**src/rtl/snake_key_decoder.sv**
```systemverilog
//==============================================================================
// Module   : snake_key_decoder
// Purpose  : PS/2 scan-code decoder for a snake game. It produces make pulses,
//            held levels and a snake heading that cannot reverse onto itself.
// Options  : SNAKE_TYPEMATIC_FILTER_EN suppresses makes for keys already held.
// Revision : 1.0 - initial release
//==============================================================================
`default_nettype none

module snake_key_decoder #(
    parameter int unsigned TIMEOUT_CYCLES = 50000,
    parameter bit          EXT_REQUIRED   = 1'b1
) (
    input  logic       clk,
    input  logic       rst,
    input  logic       code_valid,
    input  logic [7:0] code,
    output logic [7:0] cmd_pulse,
    output logic [7:0] cmd_held,
    output logic [1:0] dir,
    output logic       dir_changed
);

    localparam int unsigned CW = ($clog2(TIMEOUT_CYCLES) > 8) ? $clog2(TIMEOUT_CYCLES) : 8;
    localparam logic [CW-1:0] c_tmo_last = CW'(TIMEOUT_CYCLES - 1);
    localparam logic [7:0]    c_pfx_ext  = 8'hE0;
    localparam logic [7:0]    c_pfx_brk  = 8'hF0;

    typedef enum logic [1:0] {
        S_IDLE    = 2'd0,
        S_EXT     = 2'd1,
        S_BRK     = 2'd2,
        S_EXT_BRK = 2'd3
    } state_t;

    state_t        state_q, state_d;
    logic [CW-1:0] cnt_q, cnt_d;
    logic [7:0]    pulse_q, pulse_d;
    logic [7:0]    held_q, held_d;
    logic [1:0]    dir_q, dir_d;
    logic          dchg_q, dchg_d;

    logic [7:0]    w_key;
    logic          w_is_arrow;
    logic [1:0]    w_req;
    logic          w_make, w_brk, w_ext;
    logic          w_accept, w_fresh, w_do_make;

    always_comb begin
        w_key = 8'h00;
        case (code)
            8'h1B:   w_key = 8'h01;
            8'h4D:   w_key = 8'h02;
            8'h2D:   w_key = 8'h04;
            8'h76:   w_key = 8'h08;
            8'h74:   w_key = 8'h10;
            8'h6B:   w_key = 8'h20;
            8'h75:   w_key = 8'h40;
            8'h72:   w_key = 8'h80;
            default: w_key = 8'h00;
        endcase
    end

    assign w_is_arrow = |w_key[7:4];
    // Heading encoding: rt 00, lf 01, up 10, dn 11.
    assign w_req      = {w_key[6] | w_key[7], w_key[5] | w_key[7]};

    always_comb begin
        state_d = state_q;
        cnt_d   = cnt_q;
        w_make  = 1'b0;
        w_brk   = 1'b0;
        w_ext   = 1'b0;
        case (state_q)
            S_IDLE: begin
                cnt_d = '0;
                if (code_valid) begin
                    if (code == c_pfx_ext)      state_d = S_EXT;
                    else if (code == c_pfx_brk) state_d = S_BRK;
                    else                        w_make  = 1'b1;
                end
            end
            default: begin
                if (code_valid) begin
                    cnt_d = '0;
                    if (state_q == S_EXT && code == c_pfx_ext) begin
                        state_d = S_EXT;
                    end else if (state_q == S_EXT && code == c_pfx_brk) begin
                        state_d = S_EXT_BRK;
                    end else if (state_q == S_BRK && code == c_pfx_brk) begin
                        state_d = S_BRK;
                    end else begin
                        state_d = S_IDLE;
                        w_ext   = (state_q == S_EXT) || (state_q == S_EXT_BRK);
                        w_make  = (state_q == S_EXT);
                        w_brk   = (state_q != S_EXT);
                    end
                end else if (cnt_q == c_tmo_last) begin
                    state_d = S_IDLE;
                    cnt_d   = '0;
                end else begin
                    cnt_d = cnt_q + 1'b1;
                end
            end
        endcase
    end

    assign w_accept = (|w_key) && (!EXT_REQUIRED || (w_is_arrow == w_ext));
`ifdef SNAKE_TYPEMATIC_FILTER_EN
    assign w_fresh  = ~|(held_q & w_key);
`else
    assign w_fresh  = 1'b1;
`endif
    assign w_do_make = w_make && w_accept && w_fresh;

    always_comb begin
        held_d  = held_q;
        pulse_d = 8'h00;
        dir_d   = dir_q;
        dchg_d  = 1'b0;
        if (w_make && w_accept) held_d = held_q | w_key;
        if (w_brk && w_accept)  held_d = held_q & ~w_key;
        if (w_do_make) begin
            pulse_d = w_key;
            // s recentres to the right regardless of the reversal rule.
            if (w_key[0] && dir_q != 2'b00) begin
                dir_d  = 2'b00;
                dchg_d = 1'b1;
            end else if (w_is_arrow && w_req != dir_q && w_req != {dir_q[1], ~dir_q[0]}) begin
                dir_d  = w_req;
                dchg_d = 1'b1;
            end
        end
    end

    always_ff @(posedge clk or posedge rst) begin
        if (rst) begin
            state_q <= S_IDLE;
            cnt_q   <= '0;
            pulse_q <= 8'h00;
            held_q  <= 8'h00;
            dir_q   <= 2'b00;
            dchg_q  <= 1'b0;
        end else begin
            state_q <= state_d;
            cnt_q   <= cnt_d;
            pulse_q <= pulse_d;
            held_q  <= held_d;
            dir_q   <= dir_d;
            dchg_q  <= dchg_d;
        end
    end

    assign cmd_pulse   = pulse_q;
    assign cmd_held    = held_q;
    assign dir         = dir_q;
    assign dir_changed = dchg_q;

endmodule

`default_nettype wire

```
**config.mk**
```make
export PLATFORM = sky130hd
export DESIGN_NAME = snake_key_decoder
export DESIGN_NICKNAME = d
export VERILOG_FILES = /design/src/rtl/snake_key_decoder.sv
export SDC_FILE = /design/constraint.sdc
export NUM_CORES = 1
export LEC_CHECK = 0
export CAP_MARGIN = 10
export CELL_PAD_IN_SITES_DETAIL_PLACEMENT = 1
export CELL_PAD_IN_SITES_GLOBAL_PLACEMENT = 2
export CORE_ASPECT_RATIO = 0.8
export CORE_MARGIN = 2
export CORE_UTILIZATION = 34
export DETAILED_ROUTE_END_ITERATION = 8
export GPL_ROUTABILITY_DRIVEN = 0
export PLACE_DENSITY = 0.82
export SETUP_SLACK_MARGIN = 0.5
export SYNTH_ARGS = -nofsm -noshare
export SYNTH_HDL_FRONTEND = slang
export SYNTH_SLANG_ARGS = --single-unit
```
**constraint.sdc**
```tcl
create_clock -name clk -period 1.9 [get_ports clk]
set_input_delay 0.19 -clock clk [delete_from_list [all_inputs] [get_ports clk]]
set_output_delay 0.19 -clock clk [all_outputs]
set_load 0.02 [all_outputs]
```
**Word level (Yosys, flattened, before mapping)**

Index checks and enable logic that the tools add are counted.

- Bits of input ports: 11
- Output and inout port bits: 19
- Word-level logic and storage cells: 91
- Flip-flop bits (word level): 37

- Reduce and logical (&&, ||, !) cells: 19
- Bitwise operators: 6
- Muxes and demuxes: 39
- Equality and inequality tests: 20
- Add/sub/neg operators: 1

Operators with widths:

| cell | count |
|---|---|
| case mux 8 bit (8 select lines) | 1 |
| equality test 8 x 7 -> 1 bit, second input constant | 6 |
| two-way mux 16 bit | 3 |
| two-way mux 8 bit | 3 |
| two-way mux 2 bit | 11 |
| two-way mux 1 bit | 21 |
| adder 16 x 1 -> 16 bit, second input constant | 1 |
| equality test 16 bit, second input constant | 1 |
| equality test 8 bit, second input constant | 2 |
| logical AND 1 bit | 9 |
| bitwise AND 8 bit | 1 |
| equality test 8 x 5 -> 1 bit, second input constant | 1 |
| equality test 8 x 6 -> 1 bit, second input constant | 1 |
| inverter 8 bit | 1 |
| bitwise OR 8 bit | 1 |
| nonzero test 2 bit | 4 |
| OR reduction 8 bit | 1 |
| equality test 2 bit, second input constant | 2 |
| != test 2 bit | 2 |
| OR reduction 4 bit | 1 |
| != test 3 bit, second input constant | 1 |
| AND reduction 3 bit | 1 |
| equality test 2 x 1 -> 1 bit, second input constant | 1 |
| zero test 2 bit | 1 |
| other kinds (7) | 8 |

**Longest topological paths before layout**

- Depth after elaboration: 12
- Depth in mapped cells: 6
- Depth with buffers taken out: 6

**Worst setup path after synthesis**

No wires, ideal clock.

- Kind: input-to-reg
- From: input port code[3]
- To: register dir_q[1], in the netlist dir[1]
- Buffers on the path: 1
- Arrival time: 1.801 ns
- Stages on the path: 6
- Library setup time: 0.125 ns
- Data required time: 1.775 ns
- Setup slack: -0.026 ns
- Cell sequence: buf_2 nand2_1 nor4_1 o31ai_2 a2111oi_4 mux2_4

- Word-level cells in the longest chain between the ends: 11
- Elaborated cells on any way between the ends: 43
- Those cells by class: eq/ne: 13; mux: 16; bitwise: 2; reduce/logical: 12

RTL lines:

| what | RTL line | source |
|---|---|---|
| start, declared | 17 | `input logic [7:0] code,` |
| equality test 8 bit | 79, 88, 90 |  |
| logical AND 1 bit | 90 | `end else if (state_q == S_BRK && code == c_pfx_brk) begin` |
| two-way mux 1 bit | 90 |  |
| two-way mux 1 bit | 88 | `end else if (state_q == S_EXT && code == c_pfx_brk) begin` |
| two-way mux 1 bit | 86 | `if (state_q == S_EXT && code == c_pfx_ext) begin` |
| two-way mux 1 bit | 84 | `if (code_valid) begin` |
| two-way mux 1 bit | 74 | `case (state_q)` |
| equality test 1 bit | 108 | `assign w_accept = (\|w_key) && (!EXT_REQUIRED \|\| (w_is_arrow == w_ext));` |
| logical AND 1 bit | 108 |  |
| logical AND 1 bit | 114 | `assign w_do_make = w_make && w_accept && w_fresh;` |
| AND reduction 2 bit (no line) | - |  |
| end signal, assigned | 149 | `dir_q <= dir_d;` |
| end, declared | 40 | `logic [1:0] dir_q, dir_d;` |

Parallel ways exist; a longest one is shown, timed or not. The select of a mux whose other input is x is not followed.
A chain may end at the register's enable or synchronous reset.

**Worst setup path after layout**

- From: input port code[2]
- To: register pulse_q[0], in the netlist cmd_pulse[0]

- Word-level cells in the longest chain between the ends: 11
- Elaborated cells on any way between the ends: 33
- Those cells by class: eq/ne: 11; mux: 15; reduce/logical: 7

RTL lines:

| what | RTL line | source |
|---|---|---|
| equality test 8 bit | 79, 88, 90 |  |
| logical AND 1 bit | 90 |  |
| two-way mux 1 bit | 90 |  |
| two-way mux 1 bit | 88 |  |
| two-way mux 1 bit | 86 |  |
| two-way mux 1 bit | 84 |  |
| two-way mux 1 bit | 74 |  |
| equality test 1 bit | 108 |  |
| logical AND 1 bit | 108 |  |
| logical AND 1 bit | 114 |  |
| two-way mux 8 bit * | 123 | `if (w_do_make) begin` |
| via pulse_d[0] | 38 | `logic [7:0] pulse_q, pulse_d;` |
| end signal, assigned | 147 | `pulse_q <= pulse_d;` |
| end, declared | 38 |  |

Mark *: on every way through the listed nets, which the timed path passes. The rest lies on a longest branch.

==> reports/metrics.yaml <==
outcome:
  status: "complete, no violations"
worst_setup_path:
  worstReg2RegEnd: "dir[1]"
  crit_path_end: "cmd_pulse[0]"
  timing.rr.start: "state_q[1]"
  crit_cells: 8
  reg2reg_slack_ns: 0.20
  slowest_stage: "or4_4"
  slowest_delay_ns: 0.52
  r2r_cells: 5
  cp-start-kind: "input port"
  cp-startpoint: "code[2]"
  path_class: "in2reg"
  worstPathCellList: "buf_8 -> buf_6 -> or4_4 -> o311ai_4 -> o21ba_4 -> o211ai_1 -> buf_4 -> inv_2"
  endpoint_kind: "flip-flop"
  crit_family: "compound AO/OA/AOI/OAI gates"
  cp.arrival_ns: 1.93
  critPathBufInv: 4
  crit_fanout: 5
  critical_path_required_ns: 2.09
sta:
  fin_crit_sh_pct: 91.43
  final_max_slew_viol_count: 0
  fin_setup_tns_ns: 0
  slew_headroom_pct: 68.97
  timing.fmax_ghz: 0.5757
  hold_violations: 0
  tightest_slew_ns: 0.4655
  setup_viol: 0
  min_period_ns: 1.737
  fin_skew_ns: 0.006716
  rsz0062_at_grt: "true"
synthesis:
  synthArstFlopShare_pct: 100.0
  synth_most_common_cell: "dfrtp_1"
  ys.flop_type: "dfrtp_1"
  synth-edff-count: 0
  synth_cells: 192
  ys_warn_count: 0
  synth.area.top_cells: "dfrtp_1 46%, nor2_1 5.1%, xnor2_1 3.5%"
  synth_nets: 204
  yosysSeqAreaShare_pct: 46.19
  synth.top_cell.area_share_pct: 46.19
  ys_ff_latch: 37
  synth_area_mm2: 0.002004
  ys_types: 56
  syn-mean-instance-area_um2: 10.44
  synth_top_area_cell: "dfrtp_1"
  synth_commonest_cells: "37 x dfrtp_1, 27 x nor2_1, 11 x inv_1"
route:
  via_per_inst: 5.346
  wl_per_cell_um: 21.54
  route.detailed.drc: 0
  detailedRoute.firstPassIterationCount: 4
  drt_first_iter_violations: 148
  ant_nets: 0
  num_vias: 1962
  wl_mm: 7.904
clock_network:
  cts_max_level: 2
  clk_pin_slew_ns: 0.08
  numCtsBuffers: 5
  clk_latency_ns: 0.29
  clockRootBuffer: "clkbuf_8"
  cts_hold_buf: 0
  clk_path_buf_depth: 2
  cts_tree: "done"
  cts.sinks: 37
finish:
  fillerInstances: 579
  area_growth_pct: 71.85
  n_antenna_cell: 0
  layout.cell_area.non_filler_mm2: 0.003445
  multi_input_area_mm2: 0.001438
  regArea_um2: 933.4
  layout-drive-gt1-share_pct: 52.94
  nets: 300
global_routing:
  grt_pass1_vias: 1927
  grt_max_degree: 38
  antenna_found_initial: 0
  track_usage_pct: 19.87
  globalRouteOverflowTotal: 0
  grt_pass1_wl_mm: 10.20
placement:
  portBuffers: 29
  place_area_mm2: 0.002734
  place_hpwl_mm: 4.002
floorplan:
  die_h_um: 72.68
  io_pins: 30
  core_region_area_mm2: 0.005555
  die_area_mm2: 0.006529
  initial_core_util_pct: 36.08
  rows: 24
  die_x_um: 89.85
power:
  cellPowerDensity_mw_per_mm2: 497.1
  ir_drop_mv: 0.2995
  p_leak_nw: 1.517
min_path:
  min_path_type: "in2async"
job:
  cap_violations: 0
[per-layer routing]
metal	global-route usage (%)	vias up	share of wire, %
met5	0	-	0
met4	7.009	0	2.7
met1	27.26	1000	45
met2	33.08	48	49
met3	2.583	19	2.7
li1	-	895	-
[what timing repair did]
item | CTS | global route
endpoints found under the hold margin | 0 | 0
pin swaps | 23 | 48
endpoints found under the setup margin | 50 | 43
buffers inserted | 8 | 19
gates resized for setup | 70 | 72
gates cloned | 0 | 1
[stage by stage]
| stage | utilization (%) | setup slack (ns) | instances | power [W] | hold slack, ns |
|---|---|---|---|---|---|
| floorplan | - | 0.09182 | 192 | 0.0008693 | 0.3515 |
| global placement | 49.21 | -0.5612 | 331 | 0.0009512 | 0.4492 |
| detailed placement | 49.21 | -0.6618 | 331 | 0.0009535 | 0.4567 |
| CTS | 54.59 | 0.1886 | 347 | 0.001679 | 0.3403 |
| global route | 62.00 | 0.1176 | 367 | 0.001749 | 0.3773 |
| finish | 62.00 | 0.1629 | 367 | 0.001712 | 0.3116 |
[final cells by class]
cell class                      instances  share of cell area (%)
Clock buffer                            7                   2.506
Timing Repair Buffer                   92                   23.76
Clock inverter                          1                  0.8718
Inverter                               11                   1.199
Sequential cell                        37                   27.10
Multi-Input combinational cell        141                   41.74
Tap cell                               78                   2.833
[power by group]
group	total (W)	internal (W)	switching, W
sequential	0.000788	0.000787	0.000000803
clock	0.000723	0.000428	0.000295
combinational	0.000201	0.0000870	0.000114
total	0.00171	0.00130	0.000410
[cells by family (layout without fill, tap and decap cells)]
logic type	Yosys count	after routing	synth area share, %
simple gates	89	89	26.90
flops	37	37	46.19
compound gates	34	35	15.86
buf+inv	15	111	3.059
xor+xnor	14	14	6.117
mux	2	2	1.248
fa+ha+maj	1	1	0.6241
[worst min-delay path by stage]
stage	start	to	slack, ns	depth (start not counted)
2_1_floorplan	code_valid	state_q[1]	0.35	2
3_3_place_gp	cnt_q[0]	cnt_q[0]	0.45	1
3_5_place_dp	cnt_q[0]	cnt_q[0]	0.46	1
4_1_cts	rst	async pin	0.34	3
5_1_grt	rst	cmd_pulse[2]	0.38	3
6_report	rst	cnt_q[12]	0.31	3
[worst min-delay path: stages]
cell and delay [ns]:
clkdlybuf4s50_1 0.40, inv_1 0.05, buf_4 0.40
[cells in the final DEF (no fill, tap or decap), types with 5 or more instances in the layout]
cell type,instances
buf_4,48
buf_6,16
dlymetal6s2s_1,6
nor2_1,22
dfrtp_1,31
dlygate4sd2_1,14
xor2_1,6
clkbuf_8,6
inv_1,10
nor4_4,6
nand2_1,5
xnor2_1,7
nor2_2,5
dfrtp_2,6
No activity file was read; power rests on OpenSTA's default activity.
==> RTL change (same settings) <==
Set the parameter `EXT_REQUIRED` to 1'b0 (it was 1'b1).
--- a/src/rtl/snake_key_decoder.sv
+++ b/src/rtl/snake_key_decoder.sv
@@ -10,5 +10,5 @@
 module snake_key_decoder #(
     parameter int unsigned TIMEOUT_CYCLES = 50000,
-    parameter bit          EXT_REQUIRED   = 1'b1
+    parameter bit          EXT_REQUIRED   = 1'b0
 ) (
     input  logic       clk,
Behaviour: not the same (a bounded check fails within 4 cycles, from zero or initial values and one cycle with rst high).
==> RTL change against the original RTL <==
- hold slack got worse by 0.00061 ns
- area after synthesis is 5.5% lower
- fmax up 7.0%
- cell area is 15% lower
- wire length down 20%
- setup slack improved by 0.11 ns
- sequential cell count did not move
- power down 5.4%
- critical path type is now register to register
- highest routed layer unchanged
==> RTL change: results (changes against the original RTL) <==
* Status: finished, final reports clean (unchanged)
* First-pass detailed-route iteration total at 4 (unchanged)
* Mux contribution to synthesized area at 0.007926 (was 0.01248)
* Seq/Total Area, Yosys at 0.4888 (was 0.4619)
* Initial antenna violation count at 0 (unchanged)
* Post-synthesis compound-gate area fraction at 0.1631 (was 0.1586)
* Final clock skew at 0.006874 ns (was 0.006716 ns)
* Clock transition at the registers of the reported paths at about 0.07 ns
* First-pass GRT wire length at 9.880 mm (was 10.20 mm)
* Maximum VDD drop at 0.3081 mV (was 0.2995 mV)
* Slowest-stage cell, CP: dfrtp_1 (was or4_4)
* Family with the most delay on the worst path: simple AND/OR/NAND/NOR gates (was compound AO/OA/AOI/OAI gates)
* Post-Synth XOR/XNOR Area at 0.05086 (was 0.06117)
* P_leak at 1.253 nW (was 1.517 nW)
* Number of global-route vias before repair at 1897 (was 1927)
* Crit path max fanout at 4 (was 5)
* Netlist cell types at 51 (was 56)
* Initial drt markers at 71 (was 148)
* Slew at the pin closest to its max-slew limit at 0.4744 ns (was 0.4655 ns)
* Max incr delay on CP at 0.40 ns (was 0.52 ns)
* Tot GR Track Use at 0.2072 (was 0.1987)
* WP data arrival at 1.84 ns (was 1.93 ns)
* Post-Synth Adder-Cell Area at 0.006605 (was 0.006242)
* Dpl hpwl at 3.822 mm (was 4.002 mm)
* Synthesis Warnings at 0 (unchanged)
* Area contributors post-synth: dfrtp_1 49%, a2bb2oi_2 6.3%, xnor2_1 4.2% (was dfrtp_1 46%, nor2_1 5.1%, xnor2_1 3.5%)
* Wirelength, routed at 6.343 mm (was 7.904 mm)
* Post-Syn Nets at 186 (was 204)
* Reg-to-reg slack, setup at 0.28 ns (was 0.20 ns)
* Ratio of cells with drive above 1 in the final layout at 0.4764 (was 0.5294)
* Critical Path Source: cnt_q[0]$_DFF_PP0_ (was code[2])
* Final net count at 266 (was 300)
* End of the worst register-to-register path: cnt_q[15]$_DFF_PP0_ (was dir[1]$_DFFE_PP0P_)
* Filler Cell Count at 581 (was 579)
* Synth top cells by count: 37 x dfrtp_1, 18 x nor2_1, 11 x nor3_1 (was 37 x dfrtp_1, 27 x nor2_1, 11 x inv_1)
* Vias per Instance at 5.533 (was 5.346)
-- RTL change: stage by stage --
step / setup slack, ns / instance area (um^2) / hold slack (ns) / setup TNS, ns / instances
2_1_floorplan: 0.3983 / 1939 / 0.2866 / 0 / 174
3_3_place_gp: -0.05068 / 2474 / 0.4706 / -0.3662 / 290
3_5_place_dp: -0.09688 / 2474 / 0.4786 / -0.6463 / 290
6_report: 0.2759 / 2939 / 0.3110 / 0 / 319
5_1_grt: 0.2223 / 2939 / 0.3424 / 0 / 319
4_1_cts: 0.2942 / 2803 / 0.3307 / 0 / 312
-- RTL change: metal layers --
| metal | up-vias | GRT usage | share of wire |
|---|---|---|---|
| li1 | 795 | - | - |
| met1 | 935 | 0.2724 | 0.46 |
| met2 | 28 | 0.3544 | 0.52 |
| met3 | 7 | 0.03501 | 0.017 |
| met4 | 0 | 0.05299 | 0.0090 |
| met5 | - | 0 | 0 |
-- RTL change: power breakdown --
part	internal (W)	total, W	leakage [nW]	switching [W]
combinational	0.000112	0.000240	0.702	0.000129
sequential	0.000808	0.000823	0.506	0.0000158
clock	0.000288	0.000557	0.0443	0.000269
total	0.00121	0.00162	1.25	0.000413
-- RTL change: area by class of cell --
class,count,area share
flip-flops and latches,37,0.3167
repair buffers,77,0.2129
well taps,65,0.02767
inverters,6,0.007663
clock buffers,7,0.02937
multi-input cells,127,0.4057
-- RTL change: repair_timing --
action	CTS	global route
setup buffers	14	7
cloned	1	0
endpoints found under the setup margin	56	28
pin swaps	14	18
resized for setup	72	19
hold buffers	0	0
-- RTL change: kinds of logic after synthesis --
kind of cell,after synthesis
adder cells (fa/ha/maj),1
multiplexers,1
buffers and inverters,11
flip-flops,37
XOR/XNOR,11
AO/OA/AOI/OAI,31
AND/OR/NAND/NOR,82
